===== config.mk =====
export PLATFORM = sky130hd
export DESIGN_NAME = vis_prefetch_ctrl_flat
export DESIGN_NICKNAME = d
export VERILOG_FILES = /design/src/rtl/vis_prefetch_if.sv /design/src/rtl/vis_prefetch_ctrl.sv /design/src/flat_wrapper.sv
export SDC_FILE = /design/constraint.sdc
export NUM_CORES = 1
export LEC_CHECK = 0
export BUFFER_PORTS_ARGS = -buffer_cell sky130_fd_sc_hd__buf_4
export CAP_MARGIN = 20
export CORE_MARGIN = 2
export CORE_UTILIZATION = 53
export CTS_CLUSTER_SIZE = 30
export DETAILED_ROUTE_END_ITERATION = 8
export GPL_TIMING_DRIVEN = 0
export PLACE_DENSITY_LB_ADDON = 0.1
export SYNTH_ARGS = -nofsm -noshare
export SYNTH_HDL_FRONTEND = slang
export SYNTH_SLANG_ARGS = --single-unit

===== constraint.sdc =====
create_clock -name clk_i -period 3.9 [get_ports clk_i]
set_clock_uncertainty 0.2 [all_clocks]
set_input_delay 0.195 -clock clk_i [delete_from_list [all_inputs] [get_ports clk_i]]
set_output_delay 0.195 -clock clk_i [all_outputs]
set_load 0.01 [all_outputs]

===== src/rtl/vis_prefetch_if.sv =====
// vis_prefetch_if: read bus towards the correlator blocks plus the readout stream towards the SPI FIFO
//   master: controller side (drives cyc/stb/we/bst/adr/sel and vld/dat/last, samples ack/dat_i/rdy)
//   slave : block array / readout side
interface vis_prefetch_if #(
    parameter int NBLK  = 6,
    parameter int ACCUM = 24,
    parameter int ABITS = 11
);
    logic             cyc_o, stb_o, we_o, bst_o, ack_i;
    logic [ABITS-1:0] adr_o;
    logic [NBLK-1:0]  sel_o;
    logic [ACCUM-1:0] dat_i;
    logic             vld_o, rdy_i, last_o;
    logic [ACCUM-1:0] dat_o;
    modport master(
        output cyc_o, stb_o, we_o, bst_o, adr_o, sel_o, vld_o, dat_o, last_o,
        input  ack_i, dat_i, rdy_i
    );
    modport slave(
        input  cyc_o, stb_o, we_o, bst_o, adr_o, sel_o, vld_o, dat_o, last_o,
        output ack_i, dat_i, rdy_i
    );
endinterface


===== src/rtl/vis_prefetch_ctrl.sv =====
// vis_prefetch_ctrl: drains the completed visibilities bank from every correlator block after a bank switch
//   clk_i, rst : bus clock, synchronous active-high reset
//   en_i       : prefetch enable
//   bank_i     : active bank of block 0, already in the clk_i domain
//   bus        : vis_prefetch_if.master (sequential single reads + valid/ready readout stream)
//   busy_o     : readout in progress
//   ovf_o      : sticky, bank switched again before the readout finished
//   VIS_PREFETCH_BST_EN : when defined, cyc_o is held across a whole block and bst_o hints bulk reads
module vis_prefetch_ctrl #(
    parameter int NBLK  = 6,
    parameter int ACCUM = 24,
    parameter int TRATE = 12,
    parameter int TBITS = 4,
    parameter int BBITS = 4,
    parameter int ABITS = 3 + TBITS + BBITS
) (
    input  logic             clk_i,
    input  logic             rst,
    input  logic             en_i,
    input  logic [BBITS-1:0] bank_i,
    vis_prefetch_if.master   bus,
    output logic             busy_o,
    output logic             ovf_o
);
`ifdef VIS_PREFETCH_BST_EN
    localparam bit BST = 1'b1;
`else
    localparam bit BST = 1'b0;
`endif
    localparam int WBITS = TBITS + 3;
    localparam int BW = $clog2(NBLK + 1);
    localparam logic [WBITS-1:0] WLAST = WBITS'(TRATE * 8 - 1);
    localparam logic [BW-1:0] BLAST = BW'(NBLK - 1);
    typedef enum logic [1:0] {IDLE, REQ, PUSH, NEXT} state_t;
    state_t           state;
    logic [BBITS-1:0] bank_q, pend_bank, rd_bank;
    logic             pending;
    logic [WBITS-1:0] w, w_nx;
    logic [BW-1:0]    b;
    logic [ACCUM-1:0] dat_q;
    logic [ABITS-1:0] adr;
    logic             detect, start, wrap, done;
    assign detect = en_i && bank_i != bank_q;
    assign start = state == IDLE && pending && en_i;
    assign wrap = w == WLAST;
    assign done = wrap && b == BLAST;
    assign w_nx = wrap ? '0 : w + 1'b1;
    // w is already {slot, word}, so the address is a plain concatenation
    assign adr = {rd_bank, w};
    assign bus.adr_o = adr;
    assign bus.sel_o = bus.cyc_o ? NBLK'(1) << b : '0;
    assign bus.we_o = 1'b0;
    assign bus.dat_o = dat_q;
    always_ff @(posedge clk_i) begin
        bank_q <= bank_i;
        if (rst) begin
            state      <= IDLE;
            pending    <= 1'b0;
            pend_bank  <= '0;
            rd_bank    <= '0;
            w          <= '0;
            b          <= '0;
            dat_q      <= '0;
            bus.cyc_o  <= 1'b0;
            bus.stb_o  <= 1'b0;
            bus.bst_o  <= 1'b0;
            bus.vld_o  <= 1'b0;
            bus.last_o <= 1'b0;
            busy_o     <= 1'b0;
            ovf_o      <= 1'b0;
        end else begin
            // a newer switch overwrites the queued bank: only one switch is held
            pending <= detect || (pending && !start);
            if (detect) begin
                pend_bank <= bank_q;
                if (busy_o) ovf_o <= 1'b1;
            end
            case (state)
                IDLE: if (start) begin
                    rd_bank   <= pend_bank;
                    w         <= '0;
                    b         <= '0;
                    busy_o    <= 1'b1;
                    bus.cyc_o <= 1'b1;
                    bus.stb_o <= 1'b1;
                    bus.bst_o <= BST;
                    state     <= REQ;
                end
                REQ: if (bus.ack_i) begin
                    dat_q      <= bus.dat_i;
                    bus.stb_o  <= 1'b0;
                    bus.bst_o  <= 1'b0;
                    bus.cyc_o  <= BST && !wrap;
                    bus.vld_o  <= 1'b1;
                    bus.last_o <= done;
                    state      <= PUSH;
                end
                PUSH: if (bus.rdy_i) begin
                    bus.vld_o  <= 1'b0;
                    bus.last_o <= 1'b0;
                    state      <= NEXT;
                end
                NEXT: begin
                    w <= w_nx;
                    if (wrap) b <= b + 1'b1;
                    if (done) begin
                        busy_o <= 1'b0;
                        state  <= IDLE;
                    end else begin
                        bus.cyc_o <= 1'b1;
                        bus.stb_o <= 1'b1;
                        bus.bst_o <= BST && w_nx != WLAST;
                        state     <= REQ;
                    end
                end
                default: state <= IDLE;
            endcase
        end
    end
endmodule


===== src/flat_wrapper.sv =====
// flat-port wrapper written by rule: the top's interface ports become plain ports
module vis_prefetch_ctrl_flat 
#(
    parameter int NBLK  = 6,
    parameter int ACCUM = 24,
    parameter int TRATE = 12,
    parameter int TBITS = 4,
    parameter int BBITS = 4,
    parameter int ABITS = 3 + TBITS + BBITS
)
  (clk_i, rst, en_i, bank_i, busy_o, ovf_o, bus_cyc_o, bus_stb_o, bus_we_o, bus_bst_o, bus_adr_o, bus_sel_o, bus_vld_o, bus_dat_o, bus_last_o, bus_ack_i, bus_dat_i, bus_rdy_i);
  vis_prefetch_if #(.NBLK(NBLK), .ACCUM(ACCUM), .ABITS(ABITS)) bus_i ();
  input  logic clk_i;
  input  logic rst;
  input  logic en_i;
  input  logic [BBITS-1:0] bank_i;
  output logic busy_o;
  output logic ovf_o;
  output wire logic [$bits(bus_i.cyc_o)-1:0] bus_cyc_o;
  output wire logic [$bits(bus_i.stb_o)-1:0] bus_stb_o;
  output wire logic [$bits(bus_i.we_o)-1:0] bus_we_o;
  output wire logic [$bits(bus_i.bst_o)-1:0] bus_bst_o;
  output wire logic [$bits(bus_i.adr_o)-1:0] bus_adr_o;
  output wire logic [$bits(bus_i.sel_o)-1:0] bus_sel_o;
  output wire logic [$bits(bus_i.vld_o)-1:0] bus_vld_o;
  output wire logic [$bits(bus_i.dat_o)-1:0] bus_dat_o;
  output wire logic [$bits(bus_i.last_o)-1:0] bus_last_o;
  input wire logic [$bits(bus_i.ack_i)-1:0] bus_ack_i;
  input wire logic [$bits(bus_i.dat_i)-1:0] bus_dat_i;
  input wire logic [$bits(bus_i.rdy_i)-1:0] bus_rdy_i;
  assign bus_cyc_o = bus_i.cyc_o;
  assign bus_stb_o = bus_i.stb_o;
  assign bus_we_o = bus_i.we_o;
  assign bus_bst_o = bus_i.bst_o;
  assign bus_adr_o = bus_i.adr_o;
  assign bus_sel_o = bus_i.sel_o;
  assign bus_vld_o = bus_i.vld_o;
  assign bus_dat_o = bus_i.dat_o;
  assign bus_last_o = bus_i.last_o;
  assign bus_i.ack_i = bus_ack_i;
  assign bus_i.dat_i = bus_dat_i;
  assign bus_i.rdy_i = bus_rdy_i;
  vis_prefetch_ctrl #(.NBLK(NBLK), .ACCUM(ACCUM), .TRATE(TRATE), .TBITS(TBITS), .BBITS(BBITS), .ABITS(ABITS)) u_core (.clk_i(clk_i), .rst(rst), .en_i(en_i), .bank_i(bank_i), .bus(bus_i), .busy_o(busy_o), .ovf_o(ovf_o));
endmodule

---- Yosys cells after proc, flatten, opt, wreduce, memory -nomap -nowiden ----
Cells that the tools add are included.
operators by class
  $add $sub $neg .......................... 2
  equality and inequality tests ........... 12
  shifts and indexed selects .............. 1
  muxes and demuxes ....................... 26
  reduce and logical (&&, ||, !) cells .... 20
operators with widths
  kind                                              number
  2-to-1 mux 7 bit                                  2
  one-hot mux 7 bit (2 select lines)                1
  AND reduction 3 bit                               4
  2-to-1 mux 1 bit                                  10
  one-hot mux 2 bit (4 select lines)                1
  AND reduction 2 bit                               4
  adder 7 x 1 -> 7 bit (second input constant)      1
  == test 7 bit (second input constant)             1
  2-to-1 mux 2 bit                                  3
  2-to-1 mux 3 bit                                  2
  2-to-1 mux 6 bit                                  1
  != test 2 x 1 -> 1 bit (second input constant)    3
  != test 2 bit (second input constant)             3
  one-hot mux 1 bit (2 select lines)                3
  one-hot mux 1 bit (3 select lines)                2
  one-hot mux 3 bit (2 select lines)                1
  left shift 1 x 3 -> 6 bit (first input constant)  1
  logical AND 1 bit                                 5
  == test 2 bit (second input constant)             2
  != test 4 bit                                     1
  AND reduction 4 bit                               1
  nonzero test 2 bit                                2
  adder 3 x 1 -> 3 bit (second input constant)      1
  == test 3 bit (second input constant)             1
  5 further kinds                                   5
word-level totals
  register bits after elaboration ......... 55
  output and inout bits ................... 49
  word-level logic and storage cells ...... 75

---- Longest topological paths before layout ----
  depth after elaboration ................. 6
  depth in mapped cells ................... 7
  depth with buffers taken out ............ 6

---- Least setup slack after synthesis ----
No wires, ideal clock.
  kind .................................... flip-flop to flip-flop
  start ................................... register u_core.state[0]
  end ..................................... register u_core.b[2]
  setup time .............................. 0.138 ns
  arrival time ............................ 1.441 ns
  setup slack ............................. 2.121 ns
  stages on the path, launching flop included .. 7
  clock period less this slack ............ 1.779 ns
  cells stage by stage .................... dfxtp_1 -> inv_1 -> ha_1 -> nand2b_1 -> and2_1 -> a21oi_1 -> o32ai_1
between the ends
  cells in the longest elaborated chain, start to end .. 5
  elaborated cells between the ends (all ways) .. 9
  those cells by class .................... 3 x eq/ne; 1 x mux; 5 x reduce/logical
ends and longest elaborated chain
  item                                     RTL line                                          text
  from (decl)                              vis_prefetch_ctrl.sv:35                           state_t state;
  from (signal assigned)                   vis_prefetch_ctrl.sv:57                           state <= IDLE;
  from (signal assigned)                   vis_prefetch_ctrl.sv:87                           state <= REQ;
  from (signal assigned)                   vis_prefetch_ctrl.sv:96                           state <= PUSH;
  zero test 2 bit                          vis_prefetch_ctrl.sv:44, vis_prefetch_ctrl.sv:78
  logical AND 1 bit (2 in a row)           vis_prefetch_ctrl.sv:44                           assign start = state == IDLE && pending && en_i;
  != test 2 x 1 -> 1 bit (no source line)  --
  AND reduction 3 bit (no source line)     --
  to (signal assigned)                     vis_prefetch_ctrl.sv:105                          if (wrap) b <= b + 1'b1;
  to (decl)                                vis_prefetch_ctrl.sv:39                           logic [BW-1:0] b;
Several ways; a longest one is shown, not always the timed one.
A chain may end at the register's enable or synchronous reset.

---- Final worst setup path ----
Ends and elaborated chain as after synthesis.

==> results.cfg <==
[floorplanning]
width_of_the_die_um = 70.1
floorplan.initialDensity_pct = 54.0
placeableCoreArea_mm2 = 0.00429
floorplan.die_area_mm2 = 0.00492
placementRows = 24
num_io_pins = 82
die_height_um = 70.1

[outcome]
run_status = finished clean

[global_route]
grt_antenna_before_repair = 0
wire_length_of_the_first_global_routing_pass_um = 9160
pin_count_of_the_biggest_net_entering_global_routing = 17
gr-usage-all-layers_pct = 23.0
grt_remaining_overflow = 0
grt_pass1_vias = 2082

[critical_path]
critical_path.endpoint_type = flop
cp_cell_sequence = inv_1, ha_1, nand2b_1, and2_1, a21oi_1, o32ai_1
crit_type = reg2reg
arr_time_crit_path_ns = 2.11
critical_path_peak_fanout = 6
timing.critical_path.from_type = flop
crit_path_max_cell_delay_ns = 0.44
timing.critical_path.slowest_stage_cell = a21oi_1
required_worst_endpoint_ns = 3.87

[yosys]
synth_cells = 270
post_synth_arst_share_pct = 0
synth-simple-area-share_pct = 21.8
post_synth_main_area_contributors = dfxtp_1 (47%), nand2_1 (8.9%), a21oi_1 (7.1%)
synth-main-ff-cell = dfxtp_1
postSynthAreaPerCell_um2 = 8.58
netlist-cell-type-count = 38
number_of_enable_type_register_cells_in_the_synthesized_netlist = 0
yosys_warnings = 0
synth_compound_area_share_pct = 14.0
synth.most_common_cell = nand2_1
synth.yosys.seq_area_share_pct = 46.7
synth-seq-cells = 54
post_synth_most_frequent_cells = nand2_1 (55), dfxtp_1 (54), a21oi_1 (33)
synth_area_leader_cell = dfxtp_1
mux_share_of_post_synthesis_cell_area_pct = 3.89
synth_adder_area_share_pct = 5.94
synth_top_family_by_area = simple AND/OR/NAND/NOR gates
syn-cell-area_mm2 = 0.00232
synth_top_area_share_pct = 46.7
synth_xor_area_share_pct = 2.65

[power_and_ir_drop]
leakagePower_uw = 0.00147
combPwrFrac_pct = 30.8
power_switching_share_pct = 31.9
seqPwrFrac_pct = 46.9
power-per-cell-area_mw_per_mm2 = 410
netSwitchingPower_uw = 437
clock_power_share_pct = 22.3
peakVddDrop_mv = 0.367
power_report.internal_total_uw = 932

[sta]
timing.slew.headroom_pct = 63.8
slew_violations = 0
timing.fmax_mhz = 467
timing_hold_violations_final = 0
final_critical_path_setup_slack_ns = 1.76
final.min_clock_period_ns = 2.14
final-setup-viol-count = 0
timing_worst_slew_pin_value_ns = 0.541
fin_tns_setup_ns = 0
final_cycle_share_pct = 54.9
rsz_0062_raised_after_global_routing = no

[clock_tree]
tritoncts = built
cts_root_buffer = clkbuf_8
insertion_delay_ns = 0.31
tritoncts_num_sinks = 54
cts_htree_levels = 2
cts.clk_slew.worst_paths_ns = 0.09
max-clock-path-buffers = 2
cts_made_buffers = 5
post_cts.repair.setup_buffers = 0

[finish]
final_net_count = 428
layout.core_utilization_pct = 77.7
antenna-diode-count = 0
areaGrowthSynthToFinish_pct = 44.1
final_layout_size_suffix_gt1_share_pct = 25.2
post-route-cell-area_mm2 = 0.00334
fillers = 305

[route]
detail_route.iter0.violations = 122
ant_nets = 0
routedWlPerCell_um = 12.7
via_per_inst = 5.04
route.vias.total = 2202
post-route-drc-count = 0
aggregate_routed_wire_length_um = 5540
detailedRoute.firstPassIterationCount = 4

[placed_design]
dp_hpwl_um = 3620
globalplace.congestion = 0.840
io_buffers = 78
dp_worst_setup_slack_ns = 1.79
placed_cell_area_mm2 = 0.00297

[flow_run]
drv_cap = 0

[min_path]
hp-class = in2reg
==> cells in the final DEF (no fill, tap or decap), drive strengths merged, types with 2 or more instances in the layout <==
| cell type | instances |
|---|---|
| a21oi | 33 |
| a221oi | 2 |
| and2 | 5 |
| and3 | 5 |
| buf | 85 |
| clkbuf | 16 |
| clkinv | 2 |
| conb | 2 |
| dfxtp | 54 |
| dlygate4sd3 | 28 |
| ha | 11 |
| inv | 9 |
| mux2i | 9 |
| nand2 | 55 |
| nand2b | 7 |
| nand3 | 7 |
| nand4 | 2 |
| nor2 | 14 |
| nor2b | 3 |
| nor3 | 3 |
| o21ai | 6 |
| o22ai | 3 |
| or2 | 3 |
| xnor2 | 3 |
| xor2 | 4 |
==> metrics by stage <==
step | cells | hold slack, ns | total power (µW)
6_report | 437 | 0.00744 | 1370
5_1_grt | 437 | 0.0290 | 1450
4_1_cts | 437 | 0.00199 | 1380
3_5_place_dp | 401 | 0.116 | 1050
3_3_place_gp | 401 | 0.115 | 1040
2_1_floorplan | 271 | 0.0227 | 897
==> final timing paths <==
kind,startpoint,end,slack [ns],depth (start not counted)
min,en_i,u_core.pending$_SDFF_PP0_,0.007,4
min reg2reg,u_core.bus.dat_o[1]$_SDFFE_PP0P_,u_core.bus.dat_o[1]$_SDFFE_PP0P_,0.26,2
max reg2reg,u_core.state[0]$_SDFFE_PP0P_,u_core.b[2]$_SDFFE_PP0P_,1.76,6
max,u_core.state[0]$_SDFFE_PP0P_,u_core.b[2]$_SDFFE_PP0P_,1.76,6
==> sequential cells by signal, summed over array words and instances, names as in the netlist <==
| register | count |
|---|---|
| u_core.ovf_o | 1 |
| u_core.bank_q | 4 |
| u_core.busy_o | 1 |
| u_core.state | 2 |
| u_core.bus.last_o | 1 |
| u_core.rd_bank | 4 |
| u_core.bus.vld_o | 1 |
| u_core.bus.cyc_o | 1 |
| u_core.w | 7 |
| u_core.bus.dat_o | 24 |
| u_core.pend_bank | 4 |
| u_core.pending | 1 |
| u_core.b | 3 |
==> layout make-up <==
cell class                      instances  area, µm²  share of cell area, %
Inverter                                9       33.8                   1.01
Sequential cell                        54       1080                   32.4
Clock inverter                          2       13.8                  0.412
Timing Repair Buffer                  106        866                   25.9
Tap cell                               52       65.1                   1.95
Buffer                                 17       80.1                   2.40
Clock buffer                            6       72.6                   2.17
Multi-Input combinational cell        191       1130                   33.7
==> critical path, delay by kind of cell (launching register included) <==
kind	cells	cell delay (ns)
AO/OA/AOI/OAI	2	0.58
adder cells (fa/ha/maj)	1	0.25
buffers and inverters	1	0.11
flip-flops	1	0.38
AND/OR/NAND/NOR	2	0.48
==> repair_timing <==
| item | in CTS | in global routing |
|---|---|---|
| endpoints found under the hold margin | 28 | 0 |
| setup endpoints to repair | 0 | 0 |
| hold buffers | 28 | 0 |
| resized for setup | 0 | 0 |
==> power groups by stage <==
| stage | registers (µW) | logic, µW | clock network, µW |
|---|---|---|---|
| floorplan | 668 | 229 | 0 |
| global placement | 653 | 387 | 0 |
| detailed placement | 654 | 397 | 0 |
| CTS | 642 | 423 | 315 |
| global route | 650 | 467 | 336 |
| finish | 642 | 422 | 305 |
==> metal layers <==
metal / vias to the layer above / GRT usage [%] / part of all wire, %
met5: - / 0 / 0
met4: 0 / 9.40 / 1.7
met3: 10 / 4.76 / 5.6
met2: 69 / 39.2 / 49
met1: 998 / 28.4 / 43
li1: 1125 / - / -
==> kinds of logic (layout without fill, tap and decap cells) <==
logic type	count (synthesis)	count (layout)
AO/OA/AOI/OAI	53	53
XOR/XNOR	7	7
adder cells (fa/ha/maj)	11	11
buffers and inverters	26	140
flip-flops	54	54
multiplexers	9	9
other	1	2
AND/OR/NAND/NOR	109	109
(Power assumes the default switching activity.)
